**config.mk**
```make
export PLATFORM = sky130hd
export DESIGN_NAME = crc_serial_div
export DESIGN_NICKNAME = d
export VERILOG_FILES = /design/src/rtl/crc_serial_div.sv
export SDC_FILE = /design/constraint.sdc
export NUM_CORES = 1
export LEC_CHECK = 0
export ABC_AREA = 1
export BUFFER_PORTS_ARGS = -buffer_cell sky130_fd_sc_hd__buf_2
export CAP_MARGIN = 20
export CORE_AREA = 2 2 39 41
export DETAILED_ROUTE_END_ITERATION = 10
export DIE_AREA = 0 0 41 43
export GPL_ROUTABILITY_DRIVEN = 0
export GPL_TIMING_DRIVEN = 0
export PLACE_DENSITY = 0.4
export SYNTH_ARGS = -nofsm -noshare
export SYNTH_HDL_FRONTEND = slang
export SYNTH_SLANG_ARGS = --single-unit
```
**constraint.sdc**
```tcl
create_clock -name clk -period 1.86 [get_ports clk]
set_input_delay 0.372 -clock clk [delete_from_list [all_inputs] [get_ports clk]]
set_output_delay 0.372 -clock clk [all_outputs]
set_load 0.01 [all_outputs]
```
**src/rtl/crc_serial_div.sv**
```systemverilog
// Bit-serial polynomial divider: shifts one bit per enabled cycle into the remainder.
// rem_next exposes the post-step value so a caller can capture the final remainder early.
module crc_serial_div #(
  parameter int unsigned        CRC_W = 4,
  parameter logic [CRC_W:0]     POLY  = 5'b10011
) (
  input  logic             clk,
  input  logic             rst,
  input  logic             en,
  input  logic             clr,
  input  logic             bit_in,
  output logic [CRC_W-1:0] rem,
  output logic [CRC_W-1:0] rem_next
);

  // The leading x^CRC_W term is implicit: it only decides whether to subtract.
  always_comb begin
    rem_next = {rem[CRC_W-2:0], bit_in} ^ (rem[CRC_W-1] ? POLY[CRC_W-1:0] : '0);
  end

  always_ff @(posedge clk or negedge rst) begin
    if (!rst) begin
      rem <= '0;
    end else if (clr) begin
      rem <= '0;
    end else if (en) begin
      rem <= rem_next;
    end
  end

endmodule

```
; Word-level counts from Yosys, hierarchy flattened
; Index checks and enable logic that the tools add are counted.
[totals]
word_cells = 6
ff_bits = 4
out_inout_bits = 8
in_bits = 5
[classes]
n_bitwise = 1
reduce_logical = 1
muxes = 3
[op_table]
columns = cell, n
row1 = 4-bit two-way mux, 2
row2 = 4-bit by 2-bit XOR with 4-bit output, 1
row3 = 2-bit two-way mux, 1
row4 = 2-bit nonzero test, 1

; Depth between registers and ports, before layout
[logic_depth]
ltp_word = 4
depth_mapped = 4
depth_no_buf = 4

; Least setup slack after synthesis
; Ideal clock, no wire load.
[synth_path]
kind = register to output
start = reg rem[3]
end = out rem_next[0]
n_path_buf = 0
slack_ns = 0.774
path_stages_with_launch = 4
arrival_ns = 0.714
required_time_ns = 1.488
cell_sequence = dfrtp_1 inv_1 nand2_1 and2_1
[synth_between]
elab_chain_cells = 2
[synth_lines]
columns = element, line
row1 = start: declaration, 12  ; output logic [CRC_W-1:0] rem,
row2 = start signal: assignment, 27  ; rem <= rem_next;
row3 = 2-bit two-way mux, 18  ; rem_next = {rem[CRC_W-2:0], bit_in} ^ (rem[CRC_W-1] ? POLY[CRC_W-1:0] : '0);
row4 = 4-bit by 2-bit XOR with 4-bit output, 18
row5 = end: declaration, 13  ; output logic [CRC_W-1:0] rem_next
; No other way between the ends.

; Worst setup path in the final report
; Same ends and word-level chain as after synthesis.

==> results.py <==
metrics = {
    "clock_tree": {
        "worstSkewPairLatency_ns": 0.23,
        "cts_resized": 0,
        "clockBufferDepth": 2,
        "numCtsBuffers": 3,
        "cts_setup_buffers": 0,
        "htree_levels": 1,
        "clk_pin_slew_ns": 0.04,
        "cts-root-buf": "clkbuf_4",
        "tritoncts": "built",
        "cts_sinks": 4,
    },
    "sta": {
        "min_period_ns": 1.41,
        "slew_viol_final": 0,
        "setup-tns-final_ns": 0,
        "fmax_mhz": 708,
        "setup_viol": 0,
        "rsz0062_at_grt": "false",
        "finalCritPeriodShare": 0.759,
        "worst_slew_pin_slew_ns": 0.157,
        "whs_ns": 0.434,
        "max-slew-margin-rel": 0.895,
        "fin_skew_ns": 0.00353,
        "hold_viol_final": 0,
    },
    "final_layout": {
        "fin_nets": 53,
        "syn_to_final_growth_pct": 50.6,
        "largest_register_ff_count": 4,
        "top_register": "rem",
        "top_regs": "rem: 4 flops",
        "drive_gt1_frac": 0.435,
        "n_antenna_cell": 0,
    },
    "setup_path": {
        "worst-path-max-fanout": 5,
        "cp.arrival_ns": 1.04,
        "cpLargestDelayFamily": "flip-flops",
        "timing_worst_setup_path_type": "reg2out",
        "crit_required_ns": 1.49,
        "critPathBufInv": 2,
        "rr_worst_depth": 4,
        "endpoint_kind": "primary output",
        "cp_num_cells": 4,
        "slowest_delay_ns": 0.41,
        "slowest_stage": "dfrtp_1",
        "start_kind": "flop",
        "path_cells": "inv_1, nand2_1, and2_1, buf_2",
    },
    "global_route": {
        "grt.total_usage": 0.0677,
        "grt_pass1_vias": 196,
        "grt_first_pass_wirelength_um": 759,
        "grt_max_degree": 6,
        "grt_overflow": 0,
        "antenna_found_initial": 0,
    },
    "power": {
        "p_sw_w": 0.0000499,
        "vdd_ir_drop_max_v": 0.000240,
        "pwr-share-clk": 0.455,
        "p_leak_nw": 0.206,
        "switching_share": 0.220,
        "seqPwrFrac": 0.409,
        "p_int_w": 0.000177,
        "pwr-share-comb": 0.136,
        "p_per_area_mw_per_mm2": 675,
    },
    "logic_synthesis": {
        "yosys-top-cells-count": "nand2_1 (14), dfrtp_1 (4), inv_1 (3)",
        "synth_top_area_frac": 0.449,
        "ys.flop_type": "dfrtp_1",
        "yosys.area.top_type": "dfrtp_1",
        "synth_seq_area_share": 0.449,
        "synthTopCellsByArea": "dfrtp_1 (45%), nand2_1 (24%), buf_4 (6.7%)",
        "syn_inst": 30,
        "yosys_warnings": 0,
        "synthesis.area_um2": 223,
        "synthArstFlopShare": 1.00,
        "synth_edf_count": 0,
        "synth_seq_cells": 4,
        "postSynthAreaPerCell_um2": 7.42,
        "synth.most_common_cell": "nand2_1",
        "synth.distinct_cells": 9,
        "mappedNetlistNets": 35,
    },
    "floorplanning": {
        "core_area_mm2": 0.00138,
        "ios": 13,
        "dieWidth_um": 41,
        "die_y_um": 43,
        "die-area_mm2": 0.00176,
        "initial_core_util": 0.161,
        "rows": 14,
    },
    "routing": {
        "first_pass_iters": 2,
        "drcViolationCount": 0,
        "route.detailed.vias_per_inst": 3.55,
        "vias": 220,
        "ant_nets": 0,
        "drtIter0Drc": 2,
        "wirelength_um": 454,
        "routedWlPerCell_um": 7.32,
    },
    "job": {
        "cap_viol_max_count": 0,
    },
    "hold_path": {
        "hold_path_class": "in2reg",
        "min_path_cells": 4,
    },
    "placed_design": {
        "hpwl_um": 381,
        "port_buffers": 12,
    },
    "outcome": {
        "outcome": "finished clean",
    },
}
power groups by stage:
stage | combinational, W | sequential [W] | clock, W
detailed placement | 0.0000301 | 0.0000936 | 0
floorplan | 0.0000140 | 0.0000946 | 0
global placement | 0.0000299 | 0.0000935 | 0
CTS | 0.0000317 | 0.0000925 | 0.000111
global route | 0.0000348 | 0.0000927 | 0.000116
finish | 0.0000309 | 0.0000925 | 0.000103
routing by layer:
| metal | vias to the layer above | share of wire | track usage |
|---|---|---|---|
| li1 | 119 | - | - |
| met1 | 96 | 0.43 | 0.0754 |
| met2 | 5 | 0.50 | 0.0906 |
| met3 | 0 | 0.068 | 0.0471 |
| met4 | 0 | 0 | 0.0400 |
| met5 | - | 0 | 0 |
cell families after synthesis:
group / count (synthesis) / share of synthesized area
flip-flops: 4 / 0.449
buffers and inverters: 6 / 0.135
AND/OR/NAND/NOR: 20 / 0.416
worst register-to-register path, cell delays in order (launching register included):
cell and delay [ns]:
dfrtp_1 0.41, inv_1 0.09, nand2_1 0.06, nand3_1 0.08, nand2_1 0.05
cell usage in the layout, fill, tap and decap left out:
master,instances
and2_1,2
buf_4,2
dfrtp_1,4
nand3_1,2
nor2_4,1
buf_2,12
nand2_1,14
inv_1,3
clkbuf_4,3
dlygate4sd3_1,1
nor2_2,1
inv_2,1
per-stage QoR:
stage               setup slack, ns  total power [W]   util  cells  instance area [um2]
floorplan                     0.774         0.000109      -     30                  223
global route                  0.362         0.000244  0.242     62                  335
detailed placement            0.652         0.000124  0.219     58                  303
finish                        0.447         0.000226  0.242     62                  335
global placement              0.662         0.000123  0.219     58                  303
CTS                           0.426         0.000236  0.242     62                  335
what timing repair did:
action / in CTS / in global routing
setup endpoints to repair: 0 / 0
endpoints found under the hold margin: 4 / 0
hold buffers: 1 / 0
final cells by class:
class / count / area (um2)
fillers: 160 / 1050
flip-flops and latches: 4 / 100
multi-input cells: 20 / 92.6
repair buffers: 13 / 70.1
clock buffers: 3 / 22.5
well taps: 16 / 20.0
plain buffers: 2 / 15.0
inverters: 4 / 15.0
path summary, 6_finish.rpt:
path | end | from | slack (ns)
max reg2reg | rem[0] | rem[3] | 1.06
max in group asynchronous | rem[0] | rst | 1.26
min in group asynchronous | rem[2] | rst | 0.48
min | rem[2] | en | 0.43
min reg2reg | rem[2] | rem[1] | 0.53
max | rem_next[0] | rem[3] | 0.45
No activity file was read; power rests on OpenSTA's default activity.
